==> src/rtl/ps2_kbd_ctrl.sv <==
// PS/2 keyboard command sequencer: sends a command (plus optional argument) through
// ps2_port, handles ACK/RESEND/timeout retries, and buffers scan codes in a FIFO.
module ps2_kbd_ctrl #(
  parameter int unsigned FIFO_DEPTH      = 16,
  parameter int unsigned MAX_RETRY       = 3,
  parameter int unsigned RESP_TIMEOUT_US = 20000
) (
  input  logic       clk6x,
  input  logic       reset,
  input  logic       ck1us,
  input  logic [7:0] cmd_i,
  input  logic [7:0] arg_i,
  input  logic       has_arg_i,
  input  logic       cmd_v_i,
  output logic       cmd_busy_o,
  output logic       cmd_done_o,
  output logic       cmd_err_o,
  output logic [7:0] resp_o,
  output logic [7:0] kbd_code_o,
  output logic       kbd_code_v_o,
  input  logic       kbd_code_rd_i,
  output logic       fifo_ovf_o,
  input  logic       ovf_clr_i,
  output logic [7:0] port_tx_o,
  output logic       port_tx_v_o,
  input  logic       port_busy_i,
  input  logic       port_acked_i,
  input  logic       port_errd_i,
  input  logic [7:0] port_rx_code_i,
  input  logic       port_rx_v_i
);

  localparam int unsigned AW      = $clog2(FIFO_DEPTH);
  localparam int unsigned RW      = ($clog2(MAX_RETRY + 1) > 0) ? $clog2(MAX_RETRY + 1) : 1;
  localparam int unsigned TW      = $clog2(RESP_TIMEOUT_US + 1);
  localparam logic [7:0]  CodeAck = 8'hFA;
  localparam logic [7:0]  CodeRes = 8'hFE;

  typedef enum logic [2:0] {
    StIdle,
    StSend,
    StWaitTx,
    StWaitResp,
    StDone,
    StErr
  } state_e;

  state_e        state_q, state_d;
  logic [7:0]    cmd_q, cmd_d;
  logic [7:0]    arg_q, arg_d;
  logic          has_arg_q, has_arg_d;
  logic          byte_sel_q, byte_sel_d;
  logic [RW-1:0] retry_q, retry_d;
  logic [TW-1:0] timer_q, timer_d;
  logic [7:0]    tx_q, tx_d;
  logic          tx_v_q, tx_v_d;
  logic [7:0]    resp_q, resp_d;
  logic          retry_req;
  logic [7:0]    cur_byte;

  // FIFO storage and control
  logic [7:0]  mem_q [FIFO_DEPTH];
  logic [AW:0] wr_ptr_q, wr_ptr_d;
  logic [AW:0] rd_ptr_q, rd_ptr_d;
  logic [AW:0] fifo_cnt;
  logic        ovf_q, ovf_d;
  logic        fifo_full, fifo_empty;
  logic        rx_is_resp, push, pop, push_ok;

  assign cur_byte = byte_sel_q ? arg_q : cmd_q;

  always_comb begin
    state_d    = state_q;
    cmd_d      = cmd_q;
    arg_d      = arg_q;
    has_arg_d  = has_arg_q;
    byte_sel_d = byte_sel_q;
    retry_d    = retry_q;
    timer_d    = timer_q;
    tx_d       = tx_q;
    tx_v_d     = 1'b0;
    resp_d     = resp_q;
    retry_req  = 1'b0;

    unique case (state_q)
      StIdle: begin
        if (cmd_v_i) begin
          cmd_d      = cmd_i;
          arg_d      = arg_i;
          has_arg_d  = has_arg_i;
          byte_sel_d = 1'b0;
          retry_d    = '0;
          state_d    = StSend;
        end
      end
      StSend: begin
        if (!port_busy_i) begin
          tx_d    = cur_byte;
          tx_v_d  = 1'b1;
          state_d = StWaitTx;
        end
      end
      StWaitTx: begin
        if (port_rx_v_i) resp_d = port_rx_code_i;
        if (port_acked_i) begin
          timer_d = '0;
          state_d = StWaitResp;
        end else if (port_errd_i) begin
          retry_req = 1'b1;
        end
      end
      StWaitResp: begin
        if (port_rx_v_i) resp_d = port_rx_code_i;
        if (port_rx_v_i && port_rx_code_i == CodeAck) begin
          if (!byte_sel_q && has_arg_q) begin
            byte_sel_d = 1'b1;
            retry_d    = '0;
            state_d    = StSend;
          end else begin
            state_d = StDone;
          end
        end else if (port_rx_v_i && port_rx_code_i == CodeRes) begin
          retry_req = 1'b1;
        end else if (timer_q == TW'(RESP_TIMEOUT_US)) begin
          retry_req = 1'b1;
        end else if (ck1us) begin
          timer_d = timer_q + TW'(1);
        end
      end
      StDone:  state_d = StIdle;
      StErr:   state_d = StIdle;
      default: state_d = StIdle;
    endcase

    // Resend the same byte until the retry budget is spent
    if (retry_req) begin
      if (retry_q < RW'(MAX_RETRY)) begin
        retry_d = retry_q + RW'(1);
        state_d = StSend;
      end else begin
        state_d = StErr;
      end
    end
  end

  always_ff @(posedge clk6x) begin
    if (reset) begin
      state_q    <= StIdle;
      cmd_q      <= '0;
      arg_q      <= '0;
      has_arg_q  <= 1'b0;
      byte_sel_q <= 1'b0;
      retry_q    <= '0;
      timer_q    <= '0;
      tx_q       <= '0;
      tx_v_q     <= 1'b0;
      resp_q     <= '0;
    end else begin
      state_q    <= state_d;
      cmd_q      <= cmd_d;
      arg_q      <= arg_d;
      has_arg_q  <= has_arg_d;
      byte_sel_q <= byte_sel_d;
      retry_q    <= retry_d;
      timer_q    <= timer_d;
      tx_q       <= tx_d;
      tx_v_q     <= tx_v_d;
      resp_q     <= resp_d;
    end
  end

  assign cmd_busy_o  = (state_q == StSend) || (state_q == StWaitTx) || (state_q == StWaitResp);
  assign cmd_done_o  = (state_q == StDone);
  assign cmd_err_o   = (state_q == StErr);
  assign resp_o      = resp_q;
  assign port_tx_o   = tx_q;
  assign port_tx_v_o = tx_v_q;

  // ACK/RESEND answering a pending byte are consumed by the sequencer
  assign rx_is_resp = (state_q == StWaitResp) &&
                      (port_rx_code_i == CodeAck || port_rx_code_i == CodeRes);

  assign fifo_cnt   = wr_ptr_q - rd_ptr_q;
  assign fifo_full  = (fifo_cnt == (AW + 1)'(FIFO_DEPTH));
  assign fifo_empty = (fifo_cnt == '0);
  assign push       = port_rx_v_i && !rx_is_resp;
  assign pop        = kbd_code_rd_i && !fifo_empty;
  assign push_ok    = push && (!fifo_full || pop);

  always_comb begin
    wr_ptr_d = wr_ptr_q;
    rd_ptr_d = rd_ptr_q;
    ovf_d    = ovf_q;
    if (push_ok) wr_ptr_d = wr_ptr_q + (AW + 1)'(1);
    if (pop)     rd_ptr_d = rd_ptr_q + (AW + 1)'(1);
    // A new drop wins over a clear in the same cycle
    if (push && !push_ok) begin
      ovf_d = 1'b1;
    end else if (ovf_clr_i) begin
      ovf_d = 1'b0;
    end
  end

  always_ff @(posedge clk6x) begin
    if (reset) begin
      wr_ptr_q <= '0;
      rd_ptr_q <= '0;
      ovf_q    <= 1'b0;
    end else begin
      wr_ptr_q <= wr_ptr_d;
      rd_ptr_q <= rd_ptr_d;
      ovf_q    <= ovf_d;
    end
  end

  always_ff @(posedge clk6x) begin
    if (push_ok) mem_q[wr_ptr_q[AW-1:0]] <= port_rx_code_i;
  end

  assign kbd_code_o   = mem_q[rd_ptr_q[AW-1:0]];
  assign kbd_code_v_o = !fifo_empty;
  assign fifo_ovf_o   = ovf_q;

endmodule

==> config.mk <==
export PLATFORM = sky130hd
export DESIGN_NAME = ps2_kbd_ctrl
export DESIGN_NICKNAME = d
export VERILOG_FILES = /design/src/rtl/ps2_kbd_ctrl.sv
export SDC_FILE = /design/constraint.sdc
export NUM_CORES = 1
export LEC_CHECK = 0
export ABC_AREA = 0
export CAP_MARGIN = 20
export CORE_MARGIN = 2
export CORE_UTILIZATION = 30
export CTS_CLUSTER_DIAMETER = 80
export DETAILED_ROUTE_END_ITERATION = 10
export MAX_ROUTING_LAYER = met4
export SLEW_MARGIN = 0
export SYNTH_ARGS = -nofsm -noshare
export SYNTH_HDL_FRONTEND = slang
export SYNTH_SLANG_ARGS = --single-unit
export TNS_END_PERCENT = 20
==> constraint.sdc <==
create_clock -name clk6x -period 3.8 [get_ports clk6x]
set_clock_uncertainty 0.1 [all_clocks]
set_input_delay 0.76 -clock clk6x [delete_from_list [all_inputs] [get_ports clk6x]]
set_output_delay 0.76 -clock clk6x [all_outputs]
set_load 0.1 [all_outputs]
* Word level (Yosys, flattened, before mapping)
Memories as Yosys holds them, arrays and structs flattened. A register that Yosys moved wholly into a read port is not among the register bits.
Cells that the tools add are included.
** Storage, ports and cells
- Output and inout bits :: 30
- Word-level logic and storage cells :: 111
- Memories kept :: 1
- Input bits :: 35
- Memory bits (writable) :: 128
- Bits in registers :: 66
** Cells by class
- Add/sub/neg operators :: 5
- Reductions and logical operators :: 30
- Equal/unequal tests :: 21
- Multiplexer cells :: 38
- Magnitude comparators :: 1
- Bitwise operators :: 2
** Memory list
- mem_q :: words 16, width 8, rd ports 1, clocked after memory_dff 1, write ports 1, line 62 : logic [7:0] mem_q [FIFO_DEPTH];
** Operators with widths (number)
- $mux W15 :: 5
- $pmux W15 S2 :: 1
- $mux W3 :: 7
- $eq A8 B8 Y1 const B :: 2
- $ne A2 B2 Y1 const B :: 8
- $add A15 B1 Y15 const B :: 1
- $eq A15 B15 Y1 const B :: 1
- $mux W1 :: 13
- $ne A3 B3 Y1 const B :: 4
- $pmux W3 S4 :: 1
- $add A5 B1 Y5 const B :: 2
- $mux W2 :: 5
- $logic_and A1 B1 Y1 :: 8
- $mux W4 :: 2
- $mux W8 :: 1
- $reduce_and A4 Y1 :: 2
- $eq A3 B2 Y1 const B :: 2
- $eq A3 B3 Y1 const B :: 2
- $reduce_and A2 Y1 :: 3
- $reduce_and A6 Y1 :: 1
- $reduce_bool A2 Y1 :: 3
- $eq A5 B5 Y1 const B :: 1
- $logic_not A1 Y1 :: 5
- $logic_not A5 Y1 :: 1
- other kinds (10) :: 16

* Depth between registers and ports, before layout
- Depth after elaboration :: 9
- Gate-level depth with buffers :: 8
- Mapped depth without buffers :: 7

* Worst setup path before layout
OpenSTA, ideal clock, no wires.
- Path type :: flip-flop to output port
- From :: register state_q[2]
- To :: output cmd_done_o
- Data arrival time :: 2.841 ns
- Slack :: 0.099 ns
- Data required time :: 2.940 ns
- Stages on the path, launching flop included :: 3
- Cells stage by stage :: dfxtp_1 clkbuf_1 nor3b_1
** On the way
- Cells in the longest elaborated chain, start to end :: 1
** RTL lines
- from (decl) :: line 48 : state_e state_q, state_d;
- from (signal assigned) :: line 148 : state_q <= StIdle;
- from (signal assigned) :: line 159 : state_q <= state_d;
- $eq A3 B3 Y1 :: line 173 : assign cmd_done_o = (state_q == StDone);
- to (decl) :: line 16 : output logic cmd_done_o,
Every way passes these cells.

==> flow_metrics.py <==
metrics = {
    "outcome": {
        "status": "completed",
    },
    "global_route": {
        "grt_pass1_wl_um": 29700,
        "grt_max_degree": 57,
        "grt_usage": 0.141,
        "grt_pass1_vias": 5027,
        "antenna_found_initial": 0,
        "gr-total-overflow": 0,
    },
    "sta": {
        "fin_crit_ns": 3.40,
        "slew_viol_final": 0,
        "timing.final.ws_setup_ns": 0.398,
        "max-slew-margin-rel": 0.329,
        "worst_slew_pin_slew_ns": 1.00,
        "rsz0062_at_grt": "no",
        "fmaxAchievable_ghz": 0.294,
        "finalCritPeriodShare": 0.895,
        "setup_viol": 0,
        "setup_tns_ns": 0,
        "hold_viol_final": 0,
    },
    "synth": {
        "async_flop_share": 0,
        "ys_ff_latch": 198,
        "synth_nets": 639,
        "synth_flop_cell": "edfxtp_1",
        "synth.area.mux_share": 0.144,
        "synthTopCellsByArea": "edfxtp_1, dfxtp_1, mux4_2",
        "synth_cell_types": 58,
        "yosysTopAreaCellShare": 0.463,
        "synthAdderAreaFrac": 0.0181,
        "synth_top_family_by_area": "multiplexers",
        "synth.most_common_cell": "edfxtp_1",
        "synthTopCellsByCount": "edfxtp_1, dfxtp_1, nand2_1",
        "postSynthAreaPerCell_um2": 14.0,
        "ys_seq_area_frac": 0.631,
        "synth_warnings": 0,
        "synth_compound_area_frac": 0.0664,
        "synth-xor-area-share": 0.00708,
        "yosys.area.top_type": "edfxtp_1",
        "synth_cells": 592,
        "synthSimpleGateAreaFrac": 0.112,
        "syn_area_mm2": 0.00831,
        "synth_edf_count": 128,
    },
    "pwr": {
        "p_per_area_mw_per_mm2": 572,
        "irDropWorstVdd_mv": 0.287,
        "power.total_w": 0.00580,
        "p_leak_nw": 3.48,
    },
    "die": {
        "initial_core_util": 0.307,
        "coreArea_mm2": 0.0271,
        "die_w_um": 170,
        "die-area_mm2": 0.0290,
        "die_y_um": 170,
        "io_pins": 65,
        "rows": 60,
    },
    "cts": {
        "htreeDepth": 4,
        "root_buffer": "clkbuf_16",
        "ctsResizeCount": 0,
        "holdBufCountCts": 0,
        "clk_latency_ns": 0.43,
        "cts_sinks": 198,
        "cts_inserted_buffers": 17,
        "clk_pin_slew_ns": 0.07,
        "post-cts-setup-buffer-count": 0,
        "clockBufferDepth": 2,
        "cts_tree": "built",
    },
    "drt": {
        "drt_iter0_markers": 395,
        "drt-wirelength-per-cell_um": 18.3,
        "drcViolationCount": 0,
        "via_count": 5069,
        "drt-total-wl_um": 19200,
        "ant_nets": 0,
        "vias_per_cell": 4.84,
        "drtPass1Iterations": 5,
    },
    "layout": {
        "antennaDiodeCount": 0,
        "syn2layout_area_growth_pct": 22.1,
        "fin_nets": 710,
        "stdcell_area_mm2": 0.0101,
        "drive_above_1_share": 0.172,
    },
    "worst_setup_path": {
        "cp-end-kind": "output port",
        "cp-start-kind": "flip-flop",
        "worstSetupPathType": "reg2out",
        "crit_fanout": 9,
        "r2r_slack_ns": 0.69,
        "rr_worst_depth": 6,
        "timing.rr.end": "mem_q[4][7]",
        "arrival_ns": 2.54,
        "r2r-start": "wr_ptr_q[3]",
        "required_ns": 2.94,
    },
    "min_path": {
        "hp-class": "reg2reg",
        "holdPathEnd": "arg_q[3]",
        "hold_start": "arg_q[3]",
        "whs_path_depth": 2,
    },
    "run": {
        "drv_cap": 0,
    },
    "placed_design": {
        "port_buffers": 64,
        "placed_area_mm2": 0.00951,
        "pre_cts_slack_ns": 0.371,
        "gp_congestion": 0.802,
        "place_hpwl_um": 13300,
    },
}
## registers in the layout (all words and copies together), names as in the netlist, 2 cells and up, named ones only
signal     cells
cmd_q          8
resp_o         8
wr_ptr_q       5
arg_q          8
port_tx_o      8
retry_q        2
timer_q       15
state_q        3
rd_ptr_q       5
mem_q        128
## cells by family after synthesis
family,count (synthesis)
flip-flops,198
AND/OR/NAND/NOR,180
AO/OA/AOI/OAI,83
multiplexers,69
buffers and inverters,45
adder cells (fa/ha/maj),12
XOR/XNOR,5
## metrics by stage
| step | std cells | hold WS (ns) | utilization |
|---|---|---|---|
| floorplan | 592 | 0.336 | - |
| global placement | 1016 | 0.344 | 0.351 |
| detailed placement | 1016 | 0.348 | 0.351 |
| CTS | 1047 | 0.357 | 0.374 |
| global route | 1047 | 0.375 | 0.374 |
| finish | 1047 | 0.355 | 0.374 |
## worst max path at each step
stage	startpoint	endpoint	slack, ns	cells past startpoint
final	flip-flop	kbd_code_o[4]	0.40	4
after global routing	flip-flop	kbd_code_o[4]	0.32	4
after CTS	flip-flop	kbd_code_o[7]	0.36	4
after detailed placement	port_rx_code_i[1]	mem_q[1][7]	0.37	6
after global placement	port_rx_code_i[1]	mem_q[1][4]	0.34	6
after floorplan	state_q[2]	cmd_done_o	0.1	2
## placed cells by master, fill, tap and decap left out, types with 12 or more instances in the layout
master           Yosys  layout
buf_4                0      21
ha_1                12      12
and3_1              16      16
mux2i_1             25      25
mux4_2              40      40
edfxtp_1           128     128
a21oi_1             33      33
nor2_1              37      37
clkdlybuf4s50_1      0      51
dfxtp_1             70      69
clkbuf_16            0      17
inv_1               15      15
nand2_1             58      58
## worst max-delay path, stage by stage (launching register included)
cell and delay [ns]:
dfxtp_2 0.50, buf_4 0.29, mux4_2 0.59, mux4_2 0.52
buf_12 0.19
## power breakdown
group	internal [W]	total (W)	switching (W)	leakage, nW
logic	0.000593	0.00149	0.000894	1.45
clock network	0.00101	0.00189	0.000880	0.306
registers	0.00235	0.00242	0.0000647	1.73
## final cells by class
class                   count  area [um^2]
well taps                 372          465
fillers                  2563        17000
clock buffers              17          425
flip-flops and latches    198         5250
repair buffers             82          853
clock inverters            14          203
multi-input cells         349         2890
inverters                  15         56.3
## layer usage
layer | wire, um | GRT usage | vias to the layer above
met5 | 0 | - | -
met4 | 202 | 0.0323 | 0
met3 | 812 | 0.0281 | 16
met2 | 9260 | 0.221 | 126
met1 | 8900 | 0.190 | 2511
li1 | - | - | 2416
Note: power is estimated with default switching activity, not from simulation.
